## src/rtl/buff_sched_ctrl_if.sv

```systemverilog
`default_nettype none
// ============================================================================
// buff_sched_ctrl_if : host/config and buffer-bank signals of buff_sched_ctrl
// Optional abort_ctrl present when BUFF_SCHED_ABORT_EN is defined.
// Revision: 1.0
// ============================================================================
interface buff_sched_ctrl_if #(
  parameter int NUM_BUFS   = 12,
  parameter int MAX_PERIOD = 64,
  parameter int AW         = $clog2(MAX_PERIOD),
  parameter int ITW        = 16
);
  localparam int CW = 2 * NUM_BUFS;

  logic [CW-1:0]       ctrl_in;
  logic                load_ctrl;
  logic [AW-1:0]       period_m1;
  logic [CW-1:0]       stretch_mask;
  logic [ITW-1:0]      num_iter;
  logic                start_ctrl;
  logic                stop_ctrl;
`ifdef BUFF_SCHED_ABORT_EN
  logic                abort_ctrl;
`endif
  logic [NUM_BUFS-1:0] buff_wr_toggle;
  logic [NUM_BUFS-1:0] buff_rd_toggle;
  logic                active;
  logic [ITW-1:0]      iter_cnt;
  logic                done;
  logic                load_err;

  modport master (
    output ctrl_in, load_ctrl, period_m1, stretch_mask, num_iter, start_ctrl, stop_ctrl,
`ifdef BUFF_SCHED_ABORT_EN
    output abort_ctrl,
`endif
    input  buff_wr_toggle, buff_rd_toggle, active, iter_cnt, done, load_err
  );

  modport slave (
    input  ctrl_in, load_ctrl, period_m1, stretch_mask, num_iter, start_ctrl, stop_ctrl,
`ifdef BUFF_SCHED_ABORT_EN
    input  abort_ctrl,
`endif
    output buff_wr_toggle, buff_rd_toggle, active, iter_cnt, done, load_err
  );
endinterface
`default_nettype wire

```

## src/rtl/buff_sched_ctrl.sv

```systemverilog
`default_nettype none
// ============================================================================
// buff_sched_ctrl : replays a programmable schedule RAM as buffer toggle strobes
// Optional macro BUFF_SCHED_ABORT_EN adds an immediate abort input.
// Revision: 1.0
// ============================================================================
module buff_sched_ctrl #(
  parameter int NUM_BUFS   = 12,
  parameter int MAX_PERIOD = 64,
  parameter int AW         = $clog2(MAX_PERIOD),
  parameter int ITW        = 16
) (
  input  logic               clk,
  input  logic               rst,
  buff_sched_ctrl_if.slave   bus
);
  localparam int CW = 2 * NUM_BUFS;
  localparam logic [AW-1:0] LAST_ADDR = AW'(MAX_PERIOD - 1);

  typedef enum logic [1:0] {
    S_IDLE  = 2'd0,
    S_RUN   = 2'd1,
    S_DRAIN = 2'd2
  } state_t;

  state_t         state_q, state_d;
  logic [AW-1:0]  wr_addr_q, wr_addr_d;
  logic [AW-1:0]  rd_addr_q, rd_addr_d;
  logic [AW-1:0]  last_q, last_d;
  logic [CW-1:0]  mask_q, mask_d;
  logic [CW-1:0]  prev_q, prev_d;
  logic [CW-1:0]  out_q, out_d;
  logic [ITW-1:0] num_iter_q, num_iter_d;
  logic [ITW-1:0] iter_cnt_q, iter_cnt_d;
  logic           stop_pending_q, stop_pending_d;
  logic           done_q, done_d;
  logic           load_err_q, load_err_d;

  logic [CW-1:0]  sched_mem [MAX_PERIOD];
  logic [CW-1:0]  cur_word;
  logic           mem_we;
  logic           abort_req;
  logic           last_iter;

  assign cur_word  = sched_mem[rd_addr_q];
  assign last_iter = (num_iter_q != '0) &&
                     ((ITW+1)'(iter_cnt_q) + 1'b1 == (ITW+1)'(num_iter_q));

`ifdef BUFF_SCHED_ABORT_EN
  assign abort_req = bus.abort_ctrl;
`else
  assign abort_req = 1'b0;
`endif

  always_comb begin
    state_d        = state_q;
    wr_addr_d      = wr_addr_q;
    rd_addr_d      = rd_addr_q;
    last_d         = last_q;
    mask_d         = mask_q;
    prev_d         = prev_q;
    out_d          = out_q;
    num_iter_d     = num_iter_q;
    iter_cnt_d     = iter_cnt_q;
    stop_pending_d = stop_pending_q;
    done_d         = 1'b0;
    load_err_d     = 1'b0;
    mem_we         = 1'b0;

    case (state_q)
      S_IDLE: begin
        out_d  = '0;
        prev_d = '0;
        if (bus.load_ctrl) begin
          mem_we    = 1'b1;
          wr_addr_d = (wr_addr_q == bus.period_m1 || wr_addr_q == LAST_ADDR) ?
                      '0 : wr_addr_q + 1'b1;
        end
        // A simultaneous stop request is dropped by the fresh stop_pending clear.
        if (bus.start_ctrl) begin
          state_d        = S_RUN;
          last_d         = (bus.period_m1 > LAST_ADDR) ? LAST_ADDR : bus.period_m1;
          mask_d         = bus.stretch_mask;
          num_iter_d     = bus.num_iter;
          rd_addr_d      = '0;
          iter_cnt_d     = '0;
          stop_pending_d = 1'b0;
        end
      end

      S_RUN: begin
        load_err_d = bus.load_ctrl;
        out_d      = cur_word | (mask_q & prev_q);
        prev_d     = cur_word;
        if (bus.stop_ctrl) begin
          stop_pending_d = 1'b1;
        end
        if (rd_addr_q == last_q) begin
          rd_addr_d = '0;
          if (iter_cnt_q != '1) begin
            iter_cnt_d = iter_cnt_q + 1'b1;
          end
          // A stop arriving on the final cycle of an iteration still ends here.
          if (stop_pending_q || bus.stop_ctrl || last_iter) begin
            state_d = S_DRAIN;
          end
        end else begin
          rd_addr_d = rd_addr_q + 1'b1;
        end
      end

      S_DRAIN: begin
        load_err_d     = bus.load_ctrl;
        out_d          = mask_q & prev_q;
        prev_d         = '0;
        stop_pending_d = 1'b0;
        done_d         = 1'b1;
        state_d        = S_IDLE;
      end

      default: begin
        state_d = S_IDLE;
      end
    endcase

    if (abort_req && state_q != S_IDLE) begin
      state_d        = S_IDLE;
      out_d          = '0;
      prev_d         = '0;
      done_d         = 1'b0;
      iter_cnt_d     = iter_cnt_q;
      stop_pending_d = 1'b0;
    end
  end

  always_ff @(posedge clk) begin
    if (rst) begin
      state_q        <= S_IDLE;
      wr_addr_q      <= '0;
      rd_addr_q      <= '0;
      last_q         <= '0;
      mask_q         <= '0;
      prev_q         <= '0;
      out_q          <= '0;
      num_iter_q     <= '0;
      iter_cnt_q     <= '0;
      stop_pending_q <= 1'b0;
      done_q         <= 1'b0;
      load_err_q     <= 1'b0;
    end else begin
      state_q        <= state_d;
      wr_addr_q      <= wr_addr_d;
      rd_addr_q      <= rd_addr_d;
      last_q         <= last_d;
      mask_q         <= mask_d;
      prev_q         <= prev_d;
      out_q          <= out_d;
      num_iter_q     <= num_iter_d;
      iter_cnt_q     <= iter_cnt_d;
      stop_pending_q <= stop_pending_d;
      done_q         <= done_d;
      load_err_q     <= load_err_d;
    end
  end

  // Schedule contents survive reset.
  always_ff @(posedge clk) begin
    if (mem_we) begin
      sched_mem[wr_addr_q] <= bus.ctrl_in;
    end
  end

  generate
    for (genvar i = 0; i < NUM_BUFS; i++) begin : g_split
      assign bus.buff_wr_toggle[i] = out_q[2*i];
      assign bus.buff_rd_toggle[i] = out_q[2*i+1];
    end
  endgenerate

  assign bus.active   = (state_q != S_IDLE);
  assign bus.iter_cnt = iter_cnt_q;
  assign bus.done     = done_q;
  assign bus.load_err = load_err_q;
endmodule
`default_nettype wire

```

## src/flat_wrapper.sv

```systemverilog
// flat-port wrapper written by rule: the top's interface ports become plain ports
module buff_sched_ctrl_flat 
#(
  parameter int NUM_BUFS   = 12,
  parameter int MAX_PERIOD = 64,
  parameter int AW         = $clog2(MAX_PERIOD),
  parameter int ITW        = 16
)
  (clk, rst, bus_ctrl_in, bus_load_ctrl, bus_period_m1, bus_stretch_mask, bus_num_iter, bus_start_ctrl, bus_stop_ctrl, bus_buff_wr_toggle, bus_buff_rd_toggle, bus_active, bus_iter_cnt, bus_done, bus_load_err);
  buff_sched_ctrl_if #(.NUM_BUFS(NUM_BUFS), .MAX_PERIOD(MAX_PERIOD), .AW(AW), .ITW(ITW)) bus_i ();
  input  logic clk;
  input  logic rst;
  input wire logic [$bits(bus_i.ctrl_in)-1:0] bus_ctrl_in;
  input wire logic [$bits(bus_i.load_ctrl)-1:0] bus_load_ctrl;
  input wire logic [$bits(bus_i.period_m1)-1:0] bus_period_m1;
  input wire logic [$bits(bus_i.stretch_mask)-1:0] bus_stretch_mask;
  input wire logic [$bits(bus_i.num_iter)-1:0] bus_num_iter;
  input wire logic [$bits(bus_i.start_ctrl)-1:0] bus_start_ctrl;
  input wire logic [$bits(bus_i.stop_ctrl)-1:0] bus_stop_ctrl;
  output wire logic [$bits(bus_i.buff_wr_toggle)-1:0] bus_buff_wr_toggle;
  output wire logic [$bits(bus_i.buff_rd_toggle)-1:0] bus_buff_rd_toggle;
  output wire logic [$bits(bus_i.active)-1:0] bus_active;
  output wire logic [$bits(bus_i.iter_cnt)-1:0] bus_iter_cnt;
  output wire logic [$bits(bus_i.done)-1:0] bus_done;
  output wire logic [$bits(bus_i.load_err)-1:0] bus_load_err;
  assign bus_i.ctrl_in = bus_ctrl_in;
  assign bus_i.load_ctrl = bus_load_ctrl;
  assign bus_i.period_m1 = bus_period_m1;
  assign bus_i.stretch_mask = bus_stretch_mask;
  assign bus_i.num_iter = bus_num_iter;
  assign bus_i.start_ctrl = bus_start_ctrl;
  assign bus_i.stop_ctrl = bus_stop_ctrl;
  assign bus_buff_wr_toggle = bus_i.buff_wr_toggle;
  assign bus_buff_rd_toggle = bus_i.buff_rd_toggle;
  assign bus_active = bus_i.active;
  assign bus_iter_cnt = bus_i.iter_cnt;
  assign bus_done = bus_i.done;
  assign bus_load_err = bus_i.load_err;
  buff_sched_ctrl #(.NUM_BUFS(NUM_BUFS), .MAX_PERIOD(MAX_PERIOD), .AW(AW), .ITW(ITW)) u_core (.clk(clk), .rst(rst), .bus(bus_i));
endmodule
```

## config.mk

```make
export PLATFORM = sky130hd
export DESIGN_NAME = buff_sched_ctrl_flat
export DESIGN_NICKNAME = d
export VERILOG_FILES = /design/src/rtl/buff_sched_ctrl_if.sv /design/src/rtl/buff_sched_ctrl.sv /design/src/flat_wrapper.sv
export SDC_FILE = /design/constraint.sdc
export NUM_CORES = 2
export LEC_CHECK = 0
export ABC_AREA = 1
export ABC_CLOCK_PERIOD_IN_PS = 7700
export BUFFER_PORTS_ARGS = -buffer_cell sky130_fd_sc_hd__clkbuf_2
export CAP_MARGIN = 20
export CORE_ASPECT_RATIO = 2
export CORE_UTILIZATION = 30
export CTS_CLUSTER_DIAMETER = 30
export CTS_CLUSTER_SIZE = 8
export DETAILED_ROUTE_END_ITERATION = 10
export GPL_TIMING_DRIVEN = 0
export PLACE_DENSITY = 0.52
export SLEW_MARGIN = 15
export SYNTH_ARGS = -nofsm -noshare
export SYNTH_HDL_FRONTEND = slang
export SYNTH_SLANG_ARGS = --single-unit
```

## constraint.sdc

```tcl
create_clock -name clk -period 7.7 [get_ports clk]
set_input_delay 0.385 -clock clk [delete_from_list [all_inputs] [get_ports clk]]
set_output_delay 0.385 -clock clk [all_outputs]
set_load 0.02 [all_outputs]
```

After elaboration in Yosys (flattened, before gate mapping)
Memories as Yosys holds them, arrays and structs flattened. A register that Yosys moved wholly into a read port is not among the register bits.
Index checks and enable logic that the tools add are counted.
- bitwise gates (word level): 3
- eq/ne operators: 12
- magnitude comparators: 1
- add/subtract/negate cells: 4
- reduce and logical (&&, ||, !) cells: 19
- multipliers: 0
- divide/modulo/power cells: 0
- muxes and demuxes: 25
- shift-type cells: 0
- operator list (cell ; number):
    case mux 24 bit (3 select lines) ; 1
    2-to-1 mux 16 bit ; 3
    case mux 24 bit (2 select lines) ; 1
    2-to-1 mux 6 bit ; 6
    case mux 16 bit (2 select lines) ; 1
    AND 24 bit ; 1
    OR 24 bit ; 1
    adder 16 x 1 -> 17 bit (second input constant) ; 1
    equality test 17 x 16 -> 1 bit ; 1
    adder 16 x 1 -> 16 bit (second input constant) ; 1
    inequality test 16 bit (second input constant) ; 1
    nonzero test 16 bit ; 1
    adder 6 x 1 -> 6 bit (second input constant) ; 2
    equality test 6 bit ; 2
    case mux 6 bit (2 select lines) ; 1
    2-to-1 mux 1 bit ; 7
    equality test 6 bit (second input constant) ; 1
    greater-than comparator 6 bit (second input constant) ; 1
    2-to-1 mux 2 bit ; 3
    inequality test 2 x 1 -> 1 bit (second input constant) ; 3
    AND reduction 2 bit ; 3
    AND reduction 3 bit ; 2
    nonzero test 2 bit ; 3
    OR reduction 2 bit ; 3
    other kinds (11) ; 14
- bits in registers: 127
- bits in read-only memories: 0
- memories kept: 1
- bits of input ports: 75
- word-level logic and storage cells: 77
- memory bits (writable): 1536
- bits in latches: 0
- output and inout bits: 43
- memories (name ; depth ; bits a word ; read ports ; clocked after memory_dff ; write ports ; line ; text):
    u_core.sched_mem ; 64 ; 24 ; 1 ; 1 ; 1 ; buff_sched_ctrl.sv:39 ; logic [CW-1:0] sched_mem [MAX_PERIOD];

Depth between registers and ports, before layout
- depth after elaboration: 7
- depth in mapped cells: 17
- mapped depth without buffers: 15

Worst setup path after synthesis
Ideal clock, no wire load.
- kind: register -> register
- from: register u_core.state_q[0]
- to: memory u_core.sched_mem[15][0] (netlist bit) (enable)
- required time: 7265 ps
- stages on the path, launching flop included: 9
- buffers on the path: 0
- setup time: 435 ps
- setup slack: 4297 ps
- data arrival time: 2967 ps
- path through: dfxtp_1 inv_1 ha_1 nand2_1 inv_1 nand2_1 nor2_1 inv_1 nor3_1
- longest elaborated chain between the ends: 4
- ends and longest elaborated chain (element ; line ; text):
    start: declaration ; buff_sched_ctrl.sv:26 ; state_t state_q, state_d;
    start signal: assignment ; buff_sched_ctrl.sv:151 ; state_q <= state_d;
    logical NOT 2 bit ; buff_sched_ctrl.sv:70 ; case (state_q)
    2-to-1 mux 1 bit ; buff_sched_ctrl.sv:70 ;
    2-to-1 mux 1 bit ; buff_sched_ctrl.sv:168 ; if (mem_we) begin
    2-to-1 mux 1 bit (implied by the code) ; buff_sched_ctrl.sv:169 ; sched_mem[wr_addr_q] <= bus.ctrl_in;
    end: declaration ; buff_sched_ctrl.sv:39 ;
Every way passes these cells.

==> metrics.md <==
| Metric | Value |
|---|---|
| Outcome | finished clean |
| Leading post-synthesis cells by cell area | edfxtp_1 (68%), nand2_1 (12%), nand3_1 (9.7%), dfxtp_1 (3.9%), buf_2 (1.1%) |
| Warnings from Yosys | 0 |
| Class of the most critical setup path | flip-flop to flip-flop |
| Fin. max-slew vios | 0 |
| Final Setup Violations | 0 |
| Detailed placer's ending HPWL | approximately 200,000 um |
| Worst min-delay path class | input pin to flip-flop |
| Sort of element at the start of the critical path | flip-flop |
| Endpoint class of the critical path | flip-flop |
| Initial Utilization | between 30 and 40% |
| Period utilization | 57.0% |
| Cell with the largest stage delay on the worst path | clkbuf_1 |
| Drt first pass iters | 8 |
| Net count of the mapped netlist | between 6,000 and 7,000 |
| GPL Wtd Cong | ~0.99 |
| Post-CTS resize count | 0 |
| Final worst hold slack | 41.5 ps |
| Bufs on Longest Clock Path | 4 |
| Syn-to-layout area delta | 20.9% |
| Maximum operating frequency | 228 MHz |
| Largest voltage drop on the vdd net | about 0.23 mV |
| Die area | ~0.23 mm^2 |
| Post-synth top area share | 67.6% |
| Total power per unit cell area | between 300 and 400 mW/mm^2 |
| Count of antenna-violating nets left after detailed routing | 0 |
| Share of post-route cells with drive strength above 1 | between 10% and 20% |
| Transition at the pin with the smallest max-transition slack | around 1200 ps |
| Final TNS setup | 0 ps |
| Vias in the first global route | between 40,000 and 50,000 |
| Largest net degree at the start of global routing | 65 |
| Synth unique cells | 36 |
| FF+latch count, synth | about 1,700 |
| Final hold violation count | 0 |
| Clock Root Buffer | clkbuf_16 |
| Std-Cell Rows | approximately 250 |
| Most used cell, CP | nand2_1 |
| RSZ-0062 raised after global routing | false |
| Leftover overflow at the end of global routing | 0 |
| Leading post-synthesis cells by instance count | nand2_1 (2,173), edfxtp_1 (1,536), nand3_1 (1,317), nor2_1 (194), buf_2 (147) |
| Clock skew after layout | between 60 and 70 ps |
| Slew Limit Headroom | approximately 18% |
| Number of vias after detailed routing | between 40,000 and 50,000 |
| Clock transition at the register clock pins on the worst setup and hold paths after CTS | about 50 ps |
| H-Tree Depth | 4 |
| CP Max Fanout | 10 |
| Wire length of the first global-routing pass | around 380,000 um |
| Required time worst endpoint | 8440 ps |
| Data arrival time of the worst path | about 5100 ps |
| Port buffer count | around 120 |
| Mean post-synth cell area | between 10 and 15 um^2 |
| Ys flop type | edfxtp_1 |
| Fill count | 22,100 |
| Chip width | around 340 um |
| Number of antenna violations at the first check in global routing | 16 |
| Crit path buf inv count | 3 |
| Worst-path cell chain | buf_4 -> clkbuf_1 -> clkbuf_1 -> nand3_1 -> nand3_1 -> nand2_1 -> nand2_1 -> nand3_1 -> nand3_1 -> nand2_1 -> nand2_1 -> nand2_1 -> nand2_1 -> a21oi_1 |
| TritonCTS buffer count | about 250 |
| Routed WL | about 280,000 um |
| Async SR Flop Fraction | 0% |
| Core Region | around 0.23 mm^2 |
| Number of I/O pins | approximately 120 |
| Part of the Yosys area used for sequential elements | 71.5% |
| Synth area leader | edfxtp_1 |
| Delay-heaviest family, CP | simple AND/OR/NAND/NOR gates |
| Area of placed instances | 0.0752 mm^2 |
| TritonCTS clock tree | done |
| Number of cells produced by synthesis | 6,060 |
| Sink count of the clock tree | around 1,700 |
| Time the final worst path needs with I/O delays and setup | between 4000 and 5000 ps |
| WL/cell | slightly below 30 um |
| Leak pwr | 0.0296 uW |
| Number of enable-type register cells in the synthesized netlist | 1,536 |
| Number of remaining DRC errors | 0 |
| Finished Cell Area | slightly above 0.08 mm^2 |
| Skew-Pair Late Insertion Delay | 880 ps |
| Number of nets in the layout | about 6,700 |
| Number of DRC markers in iteration 0 | about 4,700 |
| Global router's overall resource usage | approximately a quarter |
| CP peak stage delay | between 800 and 900 ps |
| Die outline height | between 600 and 700 um |
| Max-Cap Viols | 0 |
| Vias per inst | slightly above 5 |
| Cell area after synthesis | between 0.06 and 0.07 mm^2 |
| Most frequent cell after synthesis | nand2_1 |
[worst reg2reg max path: cells and delay by family (launching register included)]
family                 cells  cell delay (ps)
and+or+nand+nor           10             2150
DFF                        1              310
buffers and inverters      3             1750
AOI/OAI and AO/OA          1               60
[sequential cells by signal, indices dropped and copies added, names as in the netlist, named ones only]
name and count:
u_core.stop_pending_q 1, u_core.num_iter_q 16, u_core.bus.done 1, u_core.last_q 6
u_core.wr_addr_q 6, u_core.rd_addr_q 6, u_core.mask_q 24, u_core.out_q 24
u_core.state_q 2, u_core.sched_mem 1536, u_core.bus.load_err 1, u_core.prev_q 24
u_core.bus.iter_cnt 16
[path summary, 6_finish.rpt]
path | start | end | slack (ps) | cells past startpoint
worst max-delay path | flip-flop | u_core.out_q[9] | 3310 | 14
worst min-delay path | bus_period_m1[1] | u_core.last_q[1] | 40 | 3
worst max register to register | flip-flop | u_core.out_q[9] | 3310 | 14
worst min register to register | u_core.prev_q[20] | u_core.prev_q[20] | 460 | 2
[report_power, final]
part | switching, uW | total (uW) | internal, uW
clock network | 3890 | 9750 | 5870
registers | 200 | 10400 | 10200
logic | 3540 | 4690 | 1150
[logic make-up after synthesis]
kind of cell,count (synthesis),synth area share (%)
XOR/XNOR,12,0.174
buffers and inverters,447,3.49
adder cells (fa/ha/maj),7,0.128
AND/OR/NAND/NOR,3716,23.0
flip-flops,1669,71.5
AO/OA/AOI/OAI,209,1.69
[through the flow]
step	instances	utilization (%)	setup WS (ps)	total power [uW]
after global routing	9638	36.5	3430	25400
after CTS	9636	36.4	3640	24800
final	9641	36.5	3310	24800
after detailed placement	9262	33.2	3640	15100
after global placement	9165	32.1	500	15000
after floorplan	6060	-	4300	12800
[final cells by class]
class,count,area (um^2),share of cell area (%)
repair buffers,267,3320,4.03
flip-flops and latches,1669,48800,59.2
clock inverters,27,297,0.360
multi-input cells,3944,17500,21.2
inverters,70,264,0.320
clock buffers,294,6420,7.78
well taps,2988,3740,4.53
diodes,5,12.5,0.0152
plain buffers,377,2120,2.57
[cell usage in the layout, fill, tap and decap left out, drive strengths merged]
| cell | n |
|---|---|
| a21oi | 116 |
| bufinv | 4 |
| clkinvlp | 3 |
| nand4 | 9 |
| nor3b | 2 |
| nor4 | 3 |
| nand3 | 1317 |
| clkinv | 20 |
| o21ai | 62 |
| o211ai | 25 |
| buf | 354 |
| and2 | 1 |
| nand2 | 2173 |
| dlygate4sd3 | 53 |
| clkbuf | 531 |
| edfxtp | 1536 |
| a211oi | 5 |
| inv | 70 |
| xnor2 | 3 |
| nand3b | 4 |
| nor2 | 196 |
| a2111oi | 1 |
| nor3 | 10 |
| xnor3 | 1 |
| diode | 5 |
| xor2 | 8 |
| dfxtp | 133 |
| ha | 7 |
| or2 | 1 |
[metal layers]
layer  routed length, um  track usage (%)  up-vias
li1                    -                -    22100
met1               86200             22.1    24400
met2              146000             44.0     2321
met3               16100             3.68      876
met4               33700             24.4       12
met5                  72                0        -
[timing repair]
item                                   CTS  global route
endpoints found under the hold margin  100             0
hold buffers                            53             0
buffers inserted                         0             0
(Power assumes the default switching activity.)
